$ cat config.mk
export PLATFORM = sky130hd
export DESIGN_NAME = bcounter_reader
export DESIGN_NICKNAME = d
export VERILOG_FILES = /design/src/rtl/bcounter_reader.sv
export SDC_FILE = /design/constraint.sdc
export NUM_CORES = 1
export LEC_CHECK = 0
export CAP_MARGIN = 0
export CORE_MARGIN = 5
export CORE_UTILIZATION = 53
export CTS_BUF_LIST = sky130_fd_sc_hd__clkbuf_8
export DETAILED_ROUTE_END_ITERATION = 16
export GPL_ROUTABILITY_DRIVEN = 1
export PLACE_DENSITY = 0.87
export SYNTH_ARGS = -nofsm -noshare
export SYNTH_HDL_FRONTEND = slang
export SYNTH_SLANG_ARGS = --single-unit
export TNS_END_PERCENT = 1
$ cat constraint.sdc
create_clock -name clk -period 2.4 [get_ports clk]
set_input_delay 0.48 -clock clk [delete_from_list [all_inputs] [get_ports clk]]
set_output_delay 0.48 -clock clk [all_outputs]
set_load 0.005 [all_outputs]
$ cat src/rtl/bcounter_reader.sv
// B-side address sequencer and read initiator for the A/B counter pair.
// Build option: BCOUNTER_SKIP_COLLISION_EN skips reads where A equals B.
module bcounter_reader #(
  parameter int B_MAX      = 8,
  parameter int NUM_PASSES = 4
) (
  input  logic       clk,
  input  logic       reset,
  input  logic       start,
  input  logic [3:0] addressAcounter,
  output logic [3:0] addressBcounter,
  output logic       rd_valid,
  input  logic       rd_ready,
  output logic [7:0] rd_addr,
  output logic       busy,
  output logic       done,
  output logic [7:0] pass_count,
  output logic [7:0] skip_count
);

  typedef enum logic [2:0] {
    IDLE,
    LOAD,
    REQ,
    ADV,
    FIN
  } state_t;

  localparam logic [3:0] BLAST = 4'(B_MAX);
  localparam logic [8:0] NPASS = 9'(NUM_PASSES);

  state_t     state_q, state_d;
  logic [3:0] b_q, b_d;
  logic       valid_q, valid_d;
  logic [7:0] addr_q, addr_d;
  logic [7:0] pc_q, pc_d;
  logic [7:0] sc_q, sc_d;
  logic       done_q, done_d;

  logic [8:0] pc_inc;
  logic [7:0] pc_sat;
  logic [7:0] sc_sat;
  logic       collide;

  assign pc_inc = {1'b0, pc_q} + 9'd1;
  assign pc_sat = (pc_q == 8'hFF) ? 8'hFF : pc_inc[7:0];
  assign sc_sat = (sc_q == 8'hFF) ? 8'hFF : sc_q + 8'd1;

`ifdef BCOUNTER_SKIP_COLLISION_EN
  assign collide = (addressAcounter == b_q);
`else
  assign collide = 1'b0;
`endif

  always_ff @(posedge clk or negedge reset) begin
    if (!reset) begin
      state_q <= IDLE;
      b_q     <= '0;
      valid_q <= 1'b0;
      addr_q  <= '0;
      pc_q    <= '0;
      sc_q    <= '0;
      done_q  <= 1'b0;
    end else begin
      state_q <= state_d;
      b_q     <= b_d;
      valid_q <= valid_d;
      addr_q  <= addr_d;
      pc_q    <= pc_d;
      sc_q    <= sc_d;
      done_q  <= done_d;
    end
  end

  always_comb begin
    state_d = state_q;
    b_d     = b_q;
    valid_d = valid_q;
    addr_d  = addr_q;
    pc_d    = pc_q;
    sc_d    = sc_q;
    done_d  = 1'b0;
    unique case (state_q)
      IDLE: begin
        if (start) begin
          state_d = LOAD;
          b_d     = '0;
          pc_d    = '0;
          sc_d    = '0;
        end
      end
      LOAD: begin
        if (collide) begin
          sc_d    = sc_sat;
          state_d = ADV;
        end else begin
          // A is free-running: this is the only point it is sampled
          addr_d  = {addressAcounter, b_q};
          valid_d = 1'b1;
          state_d = REQ;
        end
      end
      REQ: begin
        if (valid_q && rd_ready) begin
          valid_d = 1'b0;
          state_d = ADV;
        end
      end
      ADV: begin
        if (b_q == BLAST) begin
          b_d  = '0;
          pc_d = pc_sat;
          if (pc_inc == NPASS) begin
            state_d = FIN;
            done_d  = 1'b1;
          end else begin
            state_d = LOAD;
          end
        end else begin
          b_d     = b_q + 4'd1;
          state_d = LOAD;
        end
      end
      FIN: begin
        state_d = IDLE;
      end
      default: begin
        state_d = IDLE;
      end
    endcase
  end

  assign addressBcounter = b_q;
  assign rd_valid        = valid_q;
  assign rd_addr         = addr_q;
  assign busy            = (state_q != IDLE);
  assign done            = done_q;
  assign pass_count      = pc_q;
  assign skip_count      = sc_q;

endmodule

==> flow_summary.toml, run 1 <==
[outcome]
outcome = "complete, no violations"

[floorplan]
core_area_mm2 = 0.00250
ios = 39
die-area_mm2 = 0.00376
num_rows = 18
dieWidth_um = 61.3
start_util_pct = 55.8
fp.dieH_um = 61.3

[critical_path]
r2r-end = "pass_count[6]"
critPathLaunchType = "flip-flop"
cp_max_fo = 9
crit_path_end_kind = "output pin"
r2r_setup_slack_ps = 690
r2r_cells = 5
regToRegStartpoint = "pass_count[0]"
critPathKind = "reg -> out"
arrival_ps = 1670
required_ps = 1920

[pwr]
peakVddDrop_uv = 610
leakagePower_nw = 0.773
powerDensity_mw_per_mm2 = 907

[finish]
finalNonFillerCells = 195
area_delta_synth_final_pct = 23.5
num_antenna_cells = 0
final_nets = 177
drive_above_1_share_pct = 12.1

[global_route]
grt_use_total_pct = 17.4
grt_pass1_vias = 1111
grt-ovfl-total = 0
grt_pass1_wl_mm = 4.92
antenna_found_initial = 0
grt_max_degree = 26

[cts]
cts_hold_buf = 0
cts.sink_count = 25
h-tree-depth = 1
post-cts-setup-buffers = 0
clk_latency_ps = 260
cts_resized = 0
numCtsBuffers = 3
cts_tree = "done"
path_clk_slew_ps = 80
cts.path.max_buffers = 2
ctsRootBufferMaster = "clkbuf_8"

[placement]
portBuffers = 30
placedCellCount = 191
dp_hpwl_mm = 2.17
gp_congestion = 0.858

[timing]
setup-violations-final = 0
fin_setup_tns_ps = 0
worstMarginPinSlew_ps = 507
max_clock_freq_ghz = 0.464
finalClockSkew_ps = 6.13
period_needed_ps = 2150
rsz0062_at_grt = "false"
finalHoldViolCount = 0
final_max_slew_viol_count = 0
slew_headroom_pct = 65.7
fin_crit_sh_pct = 89.7

[drt]
drtIter0Drc = 28
wl_mm = 2.95
wl_per_cell_um = 15.1
post_drt_via_cell_ratio = 5.66
drcViolationCount = 0
postRouteAntennaNets = 0
dr.pass1.iters = 4
via_count = 1104

[logic_synthesis]
async_flop_share_pct = 100
synth_area_leaders = "dfrtp_1 (45%), mux2_2 (7.3%), buf_4 (4.8%), o21ai_0 (4.3%), nand2_1 (3.2%)"
yosys_warnings = 0
synth_cell_types = 41
synth_sequential_area_ratio_pct = 44.8
netlist_area_mm2 = 0.00140
post_synth_inst_count = 135
synth_top_area_share_pct = 44.8
synth_largest_area_cell = "dfrtp_1"
ys_ff_latch = 25
syn-mean-instance-area_um2 = 10.3
synth-edff-count = 0
synthFlopType = "dfrtp_1"

[min_path]
min_from = "rd_addr[2]"
min_to = "rd_addr[2]"
hold_class = "reg -> reg"
hold-path-cell-count = 1

[run]
maxCapViolations = 0
## worst max-delay path by stage
stage | to | from
final | busy | state_q[1]
after global routing | busy | state_q[1]
after CTS | busy | state_q[1]
after detailed placement | busy | state_q[1]
after global placement | busy | state_q[1]
after floorplan | pass_count[0] | pass_count[0]
## layer usage
layer	vias up	wire length, µm	track usage (%)
met5	-	0	0
met4	0	15	4.95
met2	35	1460	30.8
met3	2	193	2.94
li1	527	-	-
met1	540	1280	21.8
## worst max-delay path: stages, from the launching register on
cell and delay [ps]:
dfrtp_1 540, or3_1 420, clkdlybuf4s50_1 450
## cell type report
type | instances | area [µm²]
clock inverters | 1 | 3.75
well taps | 30 | 37.5
clock buffers | 3 | 41.3
multi-input cells | 100 | 688
fillers | 192 | 777
inverters | 5 | 18.8
flip-flops and latches | 25 | 626
repair buffers | 31 | 308
## flip-flops by register name, indices dropped and copies added, names as in the netlist
name / flops
pass_count: 8
done: 1
addressBcounter: 4
state_q: 3
rd_valid: 1
rd_addr: 8
## Yosys cell counts, types with 2 or more instances
cell     instances
ha_1             3
dfrtp_1         25
nand3_1          5
buf_2            2
a21oi_1          6
inv_1            5
a22o_1           4
nor3_1           3
xnor2_1          2
mux2_2           9
and3_1           3
nor2_1           9
o21ai_0         12
buf_4            9
nand2_1         12
## per-stage QoR
step	power (W)	setup slack (ps)	hold slack (ps)	instance area [µm²]	util, %
final	0.00156	247	514	1720	68.9
after global routing	0.00167	202	539	1720	68.9
after CTS	0.00158	235	519	1720	68.9
after detailed placement	0.00134	541	499	1680	67.1
after global placement	0.00131	554	488	1680	67.1
after floorplan	0.00107	881	184	1420	-
## kinds of logic (layout without fill, tap and decap cells)
| logic type | after synthesis | count (layout) | share of synthesized area, % |
|---|---|---|---|
| muxes | 10 | 10 | 8.88 |
| adders and majority gates | 3 | 3 | 2.69 |
| xor gates and xnor gates | 2 | 2 | 1.26 |
| DFF | 25 | 25 | 44.8 |
| other | 1 | 8 | 0.269 |
| buffers and inverters | 17 | 40 | 7.71 |
| AOI/OAI and AO/OA | 28 | 28 | 12.3 |
| and+or+nand+nor | 49 | 49 | 22.1 |
## cell usage in the layout (no fill, tap or decap), types with 4 or more instances in the layout
cell             count
a21oi_1              6
mux2_2               9
conb_1               8
o21ai_0             12
nand3_1              5
dfrtp_1             25
inv_1                6
nor2_1               9
a22o_1               4
clkdlybuf4s50_1     30
nand2_1             12
## where the power goes
group,internal (W),total (W),leakage [nW],switching (W)
clock network,0.000114,0.000239,0.0269,0.000124
registers,0.000535,0.000683,0.329,0.000148
logic,0.000408,0.000642,0.418,0.000234
total,0.00106,0.00156,0.773,0.000506
(Power assumes the default switching activity.)
==> inputs of run 2 (changes only) <==
--- a/config.mk
+++ b/config.mk
@@ -6,12 +6,12 @@
 export NUM_CORES = 1
 export LEC_CHECK = 0
 export CAP_MARGIN = 0
-export CORE_MARGIN = 5
-export CORE_UTILIZATION = 53
+export CORE_MARGIN = 4
+export CORE_UTILIZATION = 40
 export CTS_BUF_LIST = sky130_fd_sc_hd__clkbuf_8
 export DETAILED_ROUTE_END_ITERATION = 16
 export GPL_ROUTABILITY_DRIVEN = 1
-export PLACE_DENSITY = 0.87
+export PLACE_DENSITY = 0.69
 export SYNTH_ARGS = -nofsm -noshare
 export SYNTH_HDL_FRONTEND = slang
 export SYNTH_SLANG_ARGS = --single-unit
==> flow_summary.toml, run 2 (synthesis gave the netlist of run 1 again) <==
[critical_path]
cp_max_fo = 9
critPathKind = "reg -> out"
crit_path_end_kind = "output pin"
arrival_ps = 1670
required_ps = 1920
critPathLaunchType = "flip-flop"

[timing]
finalClockSkew_ps = 8.03
setup-violations-final = 0
fin_crit_sh_pct = 89.6
period_needed_ps = 2150
finalHoldViolCount = 0
max_clock_freq_ghz = 0.465
fin_setup_tns_ps = 0
fin_ws_ps = 251
rsz0062_at_grt = "false"
final_max_slew_viol_count = 0

[run]
maxCapViolations = 0

[floorplan]
dieWidth_um = 67.1
ios = 39
fp.dieH_um = 67.1
die-area_mm2 = 0.00450
core_area_mm2 = 0.00336
num_rows = 21
start_util_pct = 41.5

[finish]
num_antenna_cells = 0
final_nets = 177
mostFrequentLayoutCells = "clkdlybuf4s50_1 (30), dfrtp_1 (25), nand2_1 (12), o21ai_0 (12)"
fillers = 332
drive_above_1_share_pct = 12.7
area_delta_synth_final_pct = 25.2
mostFrequentLayoutCell = "clkdlybuf4s50_1"
finalNonFillerCells = 211

[drt]
via_count = 1112
routed-wl-met3_um = 149
post_drt_via_cell_ratio = 5.27
dr_wl_met2_mm = 1.43
dr.pass1.iters = 4
drcViolationCount = 0
wl_mm = 2.86
drtIter0Drc = 35
wl_met1_mm = 1.27
dr.max_layer_used = "met4"
postRouteAntennaNets = 0
wl_per_cell_um = 13.6

[pwr]
powerDensity_mw_per_mm2 = 899
leakagePower_nw = 0.768
peakVddDrop_uv = 226

[outcome]
outcome = "complete, no violations"

[cts]
cts.path.max_buffers = 2
cts_resized = 0
clk_latency_ps = 270
path_clk_slew_ps = 90
cts.sink_count = 25
cts_hold_buf = 0
h-tree-depth = 1
post-cts-setup-buffers = 0
cts_tree = "done"
numCtsBuffers = 3
ctsRootBufferMaster = "clkbuf_8"

[placement]
gp_congestion = 0.877
placedCellCount = 207
place_ws_ps = 534
portBuffers = 30
dp_hpwl_mm = 2.15

[global_route]
grt_use_total_pct = 13.3
grt_pass1_wl_mm = 4.69
grt_max_degree = 26
antenna_found_initial = 0
grt-ovfl-total = 0
grt_pass1_vias = 1116

[min_path]
hold_class = "reg -> reg"
## run 2: final cells by class
cell class | instances | area, µm² | share of cell area [%]
inverters | 5 | 18.8 | 1.07
multi-input cells | 100 | 688 | 39.4
clock buffers | 3 | 41.3 | 2.36
well taps | 46 | 57.6 | 3.30
repair buffers | 31 | 308 | 17.6
clock inverters | 1 | 7.51 | 0.430
flip-flops and latches | 25 | 626 | 35.8
## run 2: worst paths after layout
path                                      end  slack (ps)  cells after the start          start
max in group asynchronous       pass_count[6]        1580                      2          reset
worst max-delay path                     busy         250                      2     state_q[1]
worst min register to register     rd_addr[3]         510                      1     rd_addr[3]
worst min-delay path               rd_addr[3]         510                      1     rd_addr[3]
min in group asynchronous          rd_addr[7]         580                      2          reset
worst max register to register  pass_count[6]         700                      5  pass_count[0]
## run 2: power breakdown
part	switching, W	internal, W	leakage [nW]	total [W]
Clock	0.000131	0.000117	0.0217	0.000248
Combinational	0.000234	0.000407	0.418	0.000642
Sequential	0.000146	0.000535	0.329	0.000681
Total	0.000511	0.00106	0.768	0.00157
## run 2: critical path: stages, from the launching register on
cell and delay, ps:
dfrtp_1 540, or3_1 420, clkdlybuf4s50_1 460
## run 2: per-layer routing
layer | vias to the layer above | GRT usage, %
met4 | 0 | 3.54
met5 | - | 0
li1 | 528 | -
met1 | 546 | 15.5
met2 | 36 | 24.9
met3 | 2 | 2.19
## run 2: per-stage QoR
step	hold slack (ps)	power (W)	util (%)	instance area, µm²
final	513	0.00157	51.9	1750
after global routing	538	0.00169	51.9	1750
after CTS	517	0.00160	51.9	1750
after detailed placement	495	0.00135	50.5	1700
after global placement	488	0.00132	50.5	1700
after floorplan	184	0.00107	-	1420
==> inputs of run 3 (changes only) <==
--- a/config.mk
+++ b/config.mk
@@ -5,13 +5,13 @@
 export SDC_FILE = /design/constraint.sdc
 export NUM_CORES = 1
 export LEC_CHECK = 0
-export CAP_MARGIN = 0
 export CORE_MARGIN = 4
 export CORE_UTILIZATION = 40
 export CTS_BUF_LIST = sky130_fd_sc_hd__clkbuf_8
 export DETAILED_ROUTE_END_ITERATION = 16
 export GPL_ROUTABILITY_DRIVEN = 1
 export PLACE_DENSITY = 0.69
+export SKIP_LAST_GASP = 1
 export SYNTH_ARGS = -nofsm -noshare
 export SYNTH_HDL_FRONTEND = slang
 export SYNTH_SLANG_ARGS = --single-unit
==> results of run 3 <==
The final DEF is identical to that of run 2; final timing and power are the same.
